<file path="config.mk">
export PLATFORM = sky130hd
export DESIGN_NAME = lane_hit_judge_flat
export DESIGN_NICKNAME = d
export VERILOG_FILES = /design/src/rtl/ddr_pkg.sv /design/src/rtl/lane_hit_judge_if.sv /design/src/rtl/lane_hit_judge_btn_edge_detect.sv /design/src/rtl/lane_hit_judge.sv /design/src/flat_wrapper.sv
export SDC_FILE = /design/constraint.sdc
export NUM_CORES = 1
export LEC_CHECK = 0
export CAP_MARGIN = 30
export CORE_ASPECT_RATIO = 1.4
export CORE_MARGIN = 3
export CORE_UTILIZATION = 45
export DETAILED_ROUTE_END_ITERATION = 8
export DONT_BUFFER_PORTS = 1
export GPL_ROUTABILITY_DRIVEN = 0
export PLACE_DENSITY = 0.62
export SLEW_MARGIN = 20
export SYNTH_ARGS = -nofsm -noshare
export SYNTH_HDL_FRONTEND = slang
export SYNTH_SLANG_ARGS = --single-unit
</file>
<file path="constraint.sdc">
create_clock -name clk -period 6.5 [get_ports clk]
set_clock_uncertainty 0.05 [all_clocks]
set_input_delay 0.65 -clock clk [delete_from_list [all_inputs] [get_ports clk]]
set_output_delay 0.65 -clock clk [all_outputs]
set_load 0.005 [all_outputs]
</file>
<file path="src/rtl/ddr_pkg.sv">
// Shared types and widths for the lane hit judge: FSM states, lives/multiplier widths, lane index.
package ddr_pkg;

  typedef enum logic [1:0] {
    IDLE = 2'd0,
    OPEN = 2'd1,
    OVER = 2'd2
  } judge_state_t;

  localparam int LIVES_W       = 3;
  localparam int MULT_W        = 4;
  localparam int NUM_LANES_DEF = 4;

  typedef logic [$clog2(NUM_LANES_DEF)-1:0] lane_idx_t;

endpackage

</file>
<file path="src/rtl/lane_hit_judge_if.sv">
// Game-side bus of the lane hit judge: beat/tick/button inputs and score/lives outputs.
interface lane_hit_judge_if
  import ddr_pkg::*;
#(
  parameter int NUM_LANES = NUM_LANES_DEF,
  parameter int SCORE_W   = 14,
  parameter int COMBO_W   = 14
) ();

  logic                 tick;
  logic                 beat;
  logic [NUM_LANES-1:0] arrow_mask;
  logic [NUM_LANES-1:0] btn;
  logic                 pause;
  logic [SCORE_W-1:0]   score;
  logic [COMBO_W-1:0]   combo;
  logic [MULT_W-1:0]    multiplier;
  logic [LIVES_W-1:0]   lives;
  logic                 correct_hit;
  logic                 incorrect_hit;
  logic                 game_over;

  modport master (
    output tick, beat, arrow_mask, btn, pause,
    input  score, combo, multiplier, lives, correct_hit, incorrect_hit, game_over
  );

  modport slave (
    input  tick, beat, arrow_mask, btn, pause,
    output score, combo, multiplier, lives, correct_hit, incorrect_hit, game_over
  );

endinterface

</file>
<file path="src/rtl/lane_hit_judge_btn_edge_detect.sv">
// Per-lane rising-edge detector with a registered pulse output; i_hold discards edges.
module btn_edge_detect #(
  parameter int WIDTH = 4
) (
  input  logic             clk,
  input  logic             reset,
  input  logic [WIDTH-1:0] i_level,
  input  logic             i_hold,
  output logic [WIDTH-1:0] o_rise
);

  logic [WIDTH-1:0] r_level_q;
  logic [WIDTH-1:0] r_rise;

  // Level history tracks the buttons even while held, so releasing hold never shows a phantom edge.
  always_ff @(posedge clk) begin
    // NOTE: non-blocking assignments so every flop samples pre-edge values.
    if (reset) begin
      r_level_q <= i_level;
      r_rise    <= '0;
    end else begin
      r_level_q <= i_level;
      r_rise    <= i_hold ? '0 : (i_level & ~r_level_q);
    end
  end

  assign o_rise = r_rise;

endmodule

</file>
<file path="src/rtl/lane_hit_judge.sv">
// Multi-lane hit judge: per-beat window timing, score/combo/multiplier/lives, game-over.
// Optional LANE_HIT_JUDGE_LIFE_REGEN_EN: regain one life every REGEN_COMBO consecutive hits.
module lane_hit_judge
  import ddr_pkg::*;
#(
  parameter int NUM_LANES      = NUM_LANES_DEF,
  parameter int WINDOW_TICKS   = 8,
  parameter int PERFECT_TICKS  = 3,
  parameter int POINTS_PERFECT = 3,
  parameter int POINTS_GOOD    = 1,
  parameter int COMBO_PER_MULT = 10,
  parameter int MULT_MAX       = 8,
  parameter int LIVES_INIT     = 5,
  parameter int SCORE_W        = 14,
  parameter int COMBO_W        = 14
`ifdef LANE_HIT_JUDGE_LIFE_REGEN_EN
  , parameter int REGEN_COMBO  = 25
`endif
) (
  input logic             clk,
  input logic             reset,
  lane_hit_judge_if.slave bus
);

  localparam int WIN_W = $clog2(WINDOW_TICKS + 1);
  localparam int SUB_W = $clog2(COMBO_PER_MULT + 1);
  localparam logic [WIN_W-1:0]   WIN_LAST    = WIN_W'(WINDOW_TICKS);
  localparam logic [WIN_W-1:0]   WIN_PERFECT = WIN_W'(PERFECT_TICKS);
  localparam logic [SUB_W-1:0]   SUB_LAST    = SUB_W'(COMBO_PER_MULT - 1);
  localparam logic [MULT_W-1:0]  MULT_TOP    = MULT_W'(MULT_MAX);
  localparam logic [LIVES_W-1:0] LIVES_FULL  = LIVES_W'(LIVES_INIT);
  localparam logic [SCORE_W:0]   PTS_PERFECT = (SCORE_W+1)'(POINTS_PERFECT);
  localparam logic [SCORE_W:0]   PTS_GOOD    = (SCORE_W+1)'(POINTS_GOOD);

  judge_state_t         r_state, w_state_nx;
  logic [NUM_LANES-1:0] r_pending, w_pending_nx, w_press, w_left;
  logic [WIN_W-1:0]     r_win_cnt, w_win_cnt_nx, w_cnt_tk;
  logic [SCORE_W-1:0]   r_score, w_score_nx;
  logic [SCORE_W:0]     w_add, w_sum;
  logic [COMBO_W-1:0]   r_combo, w_combo_nx;
  logic [MULT_W-1:0]    r_mult, w_mult_nx;
  logic [SUB_W-1:0]     r_sub_cnt, w_sub_nx;
  logic [LIVES_W-1:0]   r_lives, w_lives_nx;
  logic                 r_correct, r_incorrect, r_game_over;
  logic                 w_correct_nx, w_incorrect_nx, w_game_over_nx;
  logic                 w_wrong, w_complete, w_miss, w_arm;
`ifdef LANE_HIT_JUDGE_LIFE_REGEN_EN
  localparam int RG_W = $clog2(REGEN_COMBO + 1);
  localparam logic [RG_W-1:0] RG_LAST = RG_W'(REGEN_COMBO - 1);
  logic [RG_W-1:0] r_regen_cnt, w_regen_nx;
`endif

  btn_edge_detect #(.WIDTH(NUM_LANES)) u_edge (
    .clk     (clk),
    .reset   (reset),
    .i_level (bus.btn),
    .i_hold  (bus.pause),
    .o_rise  (w_press)
  );

  assign w_left   = r_pending & ~w_press;
  assign w_cnt_tk = r_win_cnt + WIN_W'(bus.tick);

  always_comb begin
    // NOTE: every next-state value gets a default first so no latch is inferred.
    w_state_nx     = r_state;
    w_pending_nx   = r_pending;
    w_win_cnt_nx   = r_win_cnt;
    w_score_nx     = r_score;
    w_combo_nx     = r_combo;
    w_mult_nx      = r_mult;
    w_sub_nx       = r_sub_cnt;
    w_lives_nx     = r_lives;
    w_game_over_nx = r_game_over;
    w_correct_nx   = 1'b0;
    w_incorrect_nx = 1'b0;
    w_wrong        = 1'b0;
    w_complete     = 1'b0;
    w_miss         = 1'b0;
    w_arm          = 1'b0;
    w_add          = '0;
    w_sum          = '0;
`ifdef LANE_HIT_JUDGE_LIFE_REGEN_EN
    w_regen_nx     = r_regen_cnt;
`endif

    if (!bus.pause) begin
      unique case (r_state)
        IDLE: begin
          w_wrong = |w_press;
          w_arm   = bus.beat && (|bus.arrow_mask);
        end
        OPEN: begin
          w_wrong      = |(w_press & ~r_pending);
          w_complete   = ~|w_left;
          w_miss       = !w_complete && (bus.beat || (w_cnt_tk == WIN_LAST));
          w_arm        = bus.beat && (|bus.arrow_mask);
          w_pending_nx = w_left;
          w_win_cnt_nx = w_cnt_tk;
          if (w_complete || w_miss) w_state_nx = IDLE;
        end
        default: ;
      endcase
    end

    // Breaking the streak first makes a simultaneous completion score at multiplier 1.
    if (w_wrong || w_miss) begin
      w_incorrect_nx = 1'b1;
      w_combo_nx     = '0;
      w_mult_nx      = MULT_W'(1);
      w_sub_nx       = '0;
`ifdef LANE_HIT_JUDGE_LIFE_REGEN_EN
      w_regen_nx     = '0;
`endif
    end

    if (w_complete) begin
      w_correct_nx = 1'b1;
      w_add        = ((r_win_cnt <= WIN_PERFECT) ? PTS_PERFECT : PTS_GOOD) * (SCORE_W+1)'(w_mult_nx);
      w_sum        = {1'b0, r_score} + w_add;
      w_score_nx   = w_sum[SCORE_W] ? '1 : w_sum[SCORE_W-1:0];
      w_combo_nx   = (&w_combo_nx) ? w_combo_nx : w_combo_nx + COMBO_W'(1);
      if (w_sub_nx == SUB_LAST) begin
        w_sub_nx = '0;
        if (w_mult_nx != MULT_TOP) w_mult_nx = w_mult_nx + MULT_W'(1);
      end else begin
        w_sub_nx = w_sub_nx + SUB_W'(1);
      end
`ifdef LANE_HIT_JUDGE_LIFE_REGEN_EN
      if (w_regen_nx == RG_LAST) begin
        w_regen_nx = '0;
        if (r_lives != LIVES_FULL) w_lives_nx = r_lives + LIVES_W'(1);
      end else begin
        w_regen_nx = w_regen_nx + RG_W'(1);
      end
`endif
    end

    if (w_miss) begin
      w_lives_nx = r_lives - LIVES_W'(1);
      if (r_lives == LIVES_W'(1)) begin
        w_game_over_nx = 1'b1;
        w_state_nx     = OVER;
      end
    end

    if (w_arm && !w_game_over_nx) begin
      w_pending_nx = bus.arrow_mask;
      w_win_cnt_nx = '0;
      w_state_nx   = OPEN;
    end
  end

  always_ff @(posedge clk) begin
    if (reset) begin
      r_state     <= IDLE;
      r_pending   <= '0;
      r_win_cnt   <= '0;
      r_score     <= '0;
      r_combo     <= '0;
      r_mult      <= MULT_W'(1);
      r_sub_cnt   <= '0;
      r_lives     <= LIVES_FULL;
      r_correct   <= 1'b0;
      r_incorrect <= 1'b0;
      r_game_over <= 1'b0;
`ifdef LANE_HIT_JUDGE_LIFE_REGEN_EN
      r_regen_cnt <= '0;
`endif
    end else begin
      r_state     <= w_state_nx;
      r_pending   <= w_pending_nx;
      r_win_cnt   <= w_win_cnt_nx;
      r_score     <= w_score_nx;
      r_combo     <= w_combo_nx;
      r_mult      <= w_mult_nx;
      r_sub_cnt   <= w_sub_nx;
      r_lives     <= w_lives_nx;
      r_correct   <= w_correct_nx;
      r_incorrect <= w_incorrect_nx;
      r_game_over <= w_game_over_nx;
`ifdef LANE_HIT_JUDGE_LIFE_REGEN_EN
      r_regen_cnt <= w_regen_nx;
`endif
    end
  end

  assign bus.score         = r_score;
  assign bus.combo         = r_combo;
  assign bus.multiplier    = r_mult;
  assign bus.lives         = r_lives;
  assign bus.correct_hit   = r_correct;
  assign bus.incorrect_hit = r_incorrect;
  assign bus.game_over     = r_game_over;

endmodule

</file>
<file path="src/flat_wrapper.sv">
// flat-port wrapper written by rule: the top's interface ports become plain ports
module lane_hit_judge_flat import ddr_pkg::*;
#(
  parameter int NUM_LANES      = NUM_LANES_DEF,
  parameter int WINDOW_TICKS   = 8,
  parameter int PERFECT_TICKS  = 3,
  parameter int POINTS_PERFECT = 3,
  parameter int POINTS_GOOD    = 1,
  parameter int COMBO_PER_MULT = 10,
  parameter int MULT_MAX       = 8,
  parameter int LIVES_INIT     = 5,
  parameter int SCORE_W        = 14,
  parameter int COMBO_W        = 14

)
  (clk, reset, bus_tick, bus_beat, bus_arrow_mask, bus_btn, bus_pause, bus_score, bus_combo, bus_multiplier, bus_lives, bus_correct_hit, bus_incorrect_hit, bus_game_over);
  lane_hit_judge_if #(.NUM_LANES(NUM_LANES), .SCORE_W(SCORE_W), .COMBO_W(COMBO_W)) bus_i ();
  input logic clk;
  input logic reset;
  input wire logic [$bits(bus_i.tick)-1:0] bus_tick;
  input wire logic [$bits(bus_i.beat)-1:0] bus_beat;
  input wire logic [$bits(bus_i.arrow_mask)-1:0] bus_arrow_mask;
  input wire logic [$bits(bus_i.btn)-1:0] bus_btn;
  input wire logic [$bits(bus_i.pause)-1:0] bus_pause;
  output wire logic [$bits(bus_i.score)-1:0] bus_score;
  output wire logic [$bits(bus_i.combo)-1:0] bus_combo;
  output wire logic [$bits(bus_i.multiplier)-1:0] bus_multiplier;
  output wire logic [$bits(bus_i.lives)-1:0] bus_lives;
  output wire logic [$bits(bus_i.correct_hit)-1:0] bus_correct_hit;
  output wire logic [$bits(bus_i.incorrect_hit)-1:0] bus_incorrect_hit;
  output wire logic [$bits(bus_i.game_over)-1:0] bus_game_over;
  assign bus_i.tick = bus_tick;
  assign bus_i.beat = bus_beat;
  assign bus_i.arrow_mask = bus_arrow_mask;
  assign bus_i.btn = bus_btn;
  assign bus_i.pause = bus_pause;
  assign bus_score = bus_i.score;
  assign bus_combo = bus_i.combo;
  assign bus_multiplier = bus_i.multiplier;
  assign bus_lives = bus_i.lives;
  assign bus_correct_hit = bus_i.correct_hit;
  assign bus_incorrect_hit = bus_i.incorrect_hit;
  assign bus_game_over = bus_i.game_over;
  lane_hit_judge #(.NUM_LANES(NUM_LANES), .WINDOW_TICKS(WINDOW_TICKS), .PERFECT_TICKS(PERFECT_TICKS), .POINTS_PERFECT(POINTS_PERFECT), .POINTS_GOOD(POINTS_GOOD), .COMBO_PER_MULT(COMBO_PER_MULT), .MULT_MAX(MULT_MAX), .LIVES_INIT(LIVES_INIT), .SCORE_W(SCORE_W), .COMBO_W(COMBO_W)) u_core (.clk(clk), .reset(reset), .bus(bus_i));
endmodule
</file>
-- Word level (Yosys, flattened, before mapping)
Cells that the tools add are included.
- flip-flop bits (word level): 60
- bits of input ports: 13
- output and inout port bits: 38
- word-level logic and storage cells: 88
- add/subtract/negate cells: 6
- multiply operators: 1
- order comparisons: 1
- equality and inequality tests: 6
- muxes and demuxes: 33
- bitwise gates (word level): 7
- reductions and logical operators: 20
- operator list (cell ; number):
    14-bit 2-to-1 mux ; 4
    4-bit 2-to-1 mux ; 10
    4-bit OR reduction ; 4
    14-bit by 15-bit adder with 15-bit output ; 1
    15-bit by 4-bit multiplier with 15-bit output ; 1
    14-bit by 1-bit adder with 14-bit output, second input constant ; 1
    14-bit AND reduction ; 1
    4-bit AND ; 3
    1-bit 2-to-1 mux ; 12
    2-bit 2-to-1 mux ; 6
    4-bit NOT ; 3
    4-bit by 1-bit adder with 4-bit output, second input constant ; 2
    4-bit == test, second input constant ; 2
    2-bit OR reduction ; 3
    4-bit by 1-bit adder with 4-bit output ; 1
    4-bit by 2-bit <= comparator with 1-bit output, second input constant ; 1
    4-bit inequality test, second input constant ; 1
    2-bit AND reduction ; 2
    3-bit by 1-bit == test with 1-bit output, second input constant ; 1
    1-bit logical AND ; 3
    1-bit logical OR ; 3
    3-bit by 1-bit subtractor with 3-bit output, second input constant ; 1
    2-bit by 1-bit == test with 1-bit output, second input constant ; 1
    1-bit logical NOT ; 2
    other kinds (5) ; 5

-- Longest topological paths before layout
- depth after elaboration: 12
- mapped depth: 16
- depth with buffers taken out: 15

-- Hierarchy
From an unflattened synthesis, not the netlist that was laid out.
- cell total of the unflattened synthesis: 356
- area total of the unflattened synthesis: 3274.4 um^2
- by module, submodules not included (module ; instances ; cells each ; area an instance (um^2) ; sequential area each (um^2)):
    lane_hit_judge ; 1 ; 344 ; 3072.9 ; 1041.0
    btn_edge_detect ; 1 ; 12 ; 201.4 ; 160.2

-- Worst setup path after synthesis
OpenSTA, ideal clock, no wires.
- path kind: input port to flip-flop
- start: input port bus_tick
- end: register u_core.r_score[7] (netlist: u_core.bus.score[7])
- arrival time: 4.108 ns
- slack: 2.277 ns
- stages on the path: 16
- buffers on the path: 1
- cells stage by stage: ha_1 > ha_1 > xor2_1 > o31ai_1 > o2111ai_1 > clkbuf_1 > nand2_1 > o21a_1 > fa_1 > ha_1 > fa_1 > a21o_1 > a21oi_1 > o21bai_1 > a311o_1 > nand3_1
- cells in the longest elaborated chain, start to end: 11
- ends and longest elaborated chain (item ; line ; text):
    start: declaration ; flat_wrapper.sv:20 ; input wire logic [$bits(bus_i.tick)-1:0] bus_tick;
    4-bit by 1-bit adder with 4-bit output ; lane_hit_judge.sv:62 ; assign w_cnt_tk = r_win_cnt + WIN_W'(bus.tick);
    4-bit == test ; lane_hit_judge.sv:96 ; w_miss = !w_complete && (bus.beat || (w_cnt_tk == WIN_LAST));
    1-bit logical OR ; lane_hit_judge.sv:96 ;
    1-bit logical AND ; lane_hit_judge.sv:96 ;
    1-bit 2-to-1 mux ; lane_hit_judge.sv:88 ; unique case (r_state)
    1-bit 2-to-1 mux ; lane_hit_judge.sv:87 ; if (!bus.pause) begin
    1-bit logical OR ; lane_hit_judge.sv:107 ; if (w_wrong || w_miss) begin
    4-bit 2-to-1 mux ; lane_hit_judge.sv:107 ;
    15-bit by 4-bit multiplier with 15-bit output ; lane_hit_judge.sv:119 ; w_add = ((r_win_cnt <= WIN_PERFECT) ? PTS_PERFECT : PTS_GOOD) * (SCORE_W+1)'(w_mult_nx);
    14-bit by 15-bit adder with 15-bit output ; lane_hit_judge.sv:120 ; w_sum = {1'b0, r_score} + w_add;
    14-bit 2-to-1 mux ; lane_hit_judge.sv:121 ; w_score_nx = w_sum[SCORE_W] ? '1 : w_sum[SCORE_W-1:0];
    end signal: assignment ; lane_hit_judge.sv:174 ; r_score <= w_score_nx;
    end: declaration ; lane_hit_judge.sv:38 ; logic [SCORE_W-1:0] r_score, w_score_nx;
No other way between the ends.
A chain may end at the register's enable or synchronous reset.

-- Final worst setup path
- start: input port bus_tick
- end: register u_core.r_score[9] (netlist: u_core.bus.score[9])
Same word-level chain as after synthesis.

==> results.md <==
- Final Util: between 50% and 60%
- DP HPWL: 5.212 mm
- Worst-Margin Slew: between 0.8 and 0.9 ns
- Maxcap violations: 0
- Routed WL: 7.314 mm
- Final setup vio count: 0
- Remaining antenna violation count: 0
- Die Wd: slightly below 80 um
- Layout area overhead: 10.21%
- Clock Latency Late Sink: 0.33 ns
- Total die area: 0.008085 mm2
- Overflow after GRT: 0
- Worst reg2reg path depth: 16
- Postcts setup bufs: 0
- Multi-input logic area: 0.001821 mm2
- Drt first pass iters: 4
- Most Frequent Cell on Critical Path: ha_1
- Peak VDD IR: 0.0001638 V
- F_max: ~240 MHz
- Routed WL per cell: 15.97 um
- Final min period: 4.170 ns
- Critical R2R Launch: u_core.r_win_cnt[0]$_SDFFE_PP0P_
- Reg area: 0.001201 mm2
- Initial antenna violation count: 0
- Clock transition at path regs: approximately 0.070 ns
- Synth Cell Area: 0.003163 mm2
- I/O pins: 51
- Global-route wire length before repair: 12.60 mm
- All-layer global routing usage: between 10% and 20%
- CTS tree: built
- Post-synth EDFFs: 0
- Initial Util: approximately 47%
- Num CTS Buffers: 9
- Post-Syn Nets: approximately 390
- Fraction of layout cells with a size suffix above 1: a little under a tenth
- Cell Chain, Critical Path: ha_1 -> ha_1 -> xor2_1 -> o31ai_1 -> o2111ai_1 -> buf_4 -> nand2_1 -> o21a_1 -> fa_1 -> ha_1 -> fa_1 -> a21o_1 -> a21oi_1 -> o21bai_1 -> a311o_1 -> nand3_1
- Final Cycle Share: 64.16%
- Worst Setup End Kind: flop
- Port Buffers: 0
- Avg Inst Size Synth: just under 9 um2
- Slowest cell on the critical path: fa_1
- Final max-slew violation count: 0
- Largest net degree at the start of global routing: 36
- Die Y: between 100 and 150 um
- Sequential fraction of the synthesis area: 37.97%
- Crit path launch: bus_tick
- FF-to-FF setup slack: between 2 and 2.5 ns
- CP top delay family: compound AO/OA/AOI/OAI gates
- H-tree depth: 3
- Final hold vios: 0
- Critical path launch point type: primary input
- Worst EP arrival: about 4.4 ns
- Pleak: ~1.3 nW
- Final #Nets: between 300 and 400
- Post-synth ARST share: 0%
- Synth warn: 0
- Initial detailed-routing violation count: 100
- Prevailing post-synth register cell: dfxtp_1
- Hold Path Class: primary input to flop
- CTS sink cnt: 60
- Core Area: ~0.0067 mm2
- Worst path required time: between 6 and 7 ns
- CTS root buf: clkbuf_8
- Reg-to-reg critical path endpoint: u_core.bus.score[9]$_SDFFE_PP0P_
- Setup crit end: u_core.bus.score[9]$_SDFFE_PP0P_
- Hold buffers post-CTS: 0
- Fill cell count: 620
- CTS max path bufs: 2
- RSZ-0062 raised after global routing: no
- Synth Instances: about 360
- Vias in the first global route: 2673
- DR vias/cell: around 5.9
- Diodes inserted: 0
- Hold depth: 0
- CP Depth: 16
- Row cnt: 35
- Setup Crit Path Kind: primary input to flop
- Post_cts resized: 0
- Power Density: 235.6 mW/mm2
- Vias: about 2700
- Rel. slew slack: 46.22%
- Synthesized flop and latch total: 60
- Crit-path max FO: 12
- # DRC: 0
- Setup_tns: 0 ns
- CP Buf/Inv Count: 1
- Status: finished clean
- CP max stage delay: 0.44 ns
- Yosys cell types: 58
==> metrics by stage <==
step                      area [um2]  hold WS, ns  setup WS (ns)  power (W)  instances
final                           3486       0.2872          2.330  0.0008213        458
after global routing            3486       0.2676          2.011  0.0008499        458
after CTS                       3486       0.2652          2.343  0.0008303        458
after detailed placement        3251       0.3319          2.013  0.0004376        442
after global placement          3246       0.3300          2.156  0.0004369        441
after floorplan                 3163       0.3236          2.277  0.0004286        361
==> cell type report <==
class / instances / share of cell area (%)
clock buffers: 12 / 4.738
multi-input cells: 264 / 52.23
repair buffers: 5 / 1.005
well taps: 92 / 3.302
clock inverters: 4 / 2.010
inverters: 21 / 2.261
flip-flops and latches: 60 / 34.46
==> cell usage after synthesis, types with 3 or more instances <==
master     number  share of area (%)
nand3_1        18                2.8
a211oi_1        5                1.2
a311o_1         4                1.3
nor2b_1         3               0.59
nor2b_2         3               0.83
o21ai_0        12                1.9
mux2i_1        10                3.2
o21a_1          3               0.71
dfxtp_1        60                 38
ha_1           15                5.9
a21oi_1        16                2.5
nor3_1         11                1.7
nor4b_1         5                1.4
nand2_1        23                2.7
fa_1            3                1.9
or3_1           5               0.99
xor2_1          4                1.1
inv_1          20                2.4
nor2_1         30                3.6
a41oi_1         3               0.83
nor4_1          6                1.2
a21o_1          3               0.71
and3_1          8                1.6
o2111ai_1       5                1.4
xnor2_1         8                2.2
or4_1           3               0.71
clkbuf_1       12                1.4
nand4_1        17                3.4
a31oi_1         4               0.79
a311oi_1        4                1.1
a21boi_0        4               0.95
and2_1          3               0.59
==> where the power goes <==
part	total (W)	leakage (nW)	switching, W	internal [W]
registers	0.000382	0.487	0.00000715	0.000375
clock network	0.000392	0.122	0.000146	0.000246
logic	0.0000471	0.699	0.0000296	0.0000175
==> worst min path at each step <==
stage	endpoint	slack, ns	start
after global routing	u_core.u_edge.r_level_q[3]$_DFF_P_	0.27	bus_btn[3]
after global placement	u_core.u_edge.o_rise[3]$_SDFF_PP0_	0.33	u_core.u_edge.r_level_q[3]$_DFF_P_
after CTS	u_core.u_edge.r_level_q[2]$_DFF_P_	0.27	bus_btn[2]
after detailed placement	u_core.u_edge.o_rise[1]$_SDFF_PP0_	0.33	u_core.u_edge.r_level_q[1]$_DFF_P_
after floorplan	u_core.u_edge.o_rise[3]$_SDFF_PP0_	0.32	u_core.u_edge.r_level_q[3]$_DFF_P_
final	u_core.u_edge.r_level_q[0]$_DFF_P_	0.29	bus_btn[0]
==> worst reg2reg max path, stage by stage (launching register included) <==
cell and delay, ns:
dfxtp_1 0.32, ha_1 0.20, ha_1 0.21, xor2_1 0.16, o31ai_1 0.28, o2111ai_1 0.18
buf_4 0.20, nand2_1 0.16, o21a_1 0.15, fa_1 0.44, ha_1 0.24, fa_1 0.41
a21o_1 0.19, a21oi_1 0.21, o21bai_1 0.23, a311o_1 0.41, nand3_1 0.08
==> state kept, by name, summed over array words and instances (netlist names) <==
register,flops
u_core.bus.game_over,1
u_core.bus.multiplier,4
u_core.u_edge.o_rise,4
u_core.bus.score,14
u_core.r_sub_cnt,4
u_core.bus.correct_hit,1
u_core.r_state,2
u_core.r_win_cnt,4
u_core.bus.combo,14
u_core.bus.incorrect_hit,1
u_core.u_edge.r_level_q,4
u_core.r_pending,4
u_core.bus.lives,3
==> logic make-up after synthesis <==
| family | share of synthesized area, % |
|---|---|
| and+or+nand+nor | 24.68 |
| AOI/OAI and AO/OA | 17.96 |
| DFF | 37.97 |
| buffers and inverters | 4.707 |
| adders and majority gates | 7.832 |
| xor gates and xnor gates | 3.323 |
| muxes | 3.521 |
==> layer usage <==
metal  wire length, um  vias to the layer above  GRT usage [%]
met1              3092                     1279          21.89
met5                 0                        -              0
met4               133                        0          8.420
met2              3745                       58          33.42
li1                  -                     1337              -
met3               342                       11          4.741
==> cell usage in the layout, fill, tap and decap left out, types with 4 or more instances in the layout <==
master,synthesis,final
or3_1,5,5
a21oi_1,16,16
nor3_1,11,11
a31oi_1,4,4
inv_1,20,20
nor4_1,6,6
o21ai_0,12,12
xor2_1,4,4
xnor2_1,8,8
a311o_1,4,4
nand2_1,23,23
mux2i_1,10,10
nand4_1,17,17
and3_1,8,8
a311oi_1,4,4
buf_4,0,4
a21boi_0,4,4
nand3_1,18,18
o2111ai_1,5,5
nor4b_1,5,5
dfxtp_1,60,60
nor2_1,30,30
a211oi_1,5,5
ha_1,15,15
clkbuf_8,0,12
(Power assumes the default switching activity.)
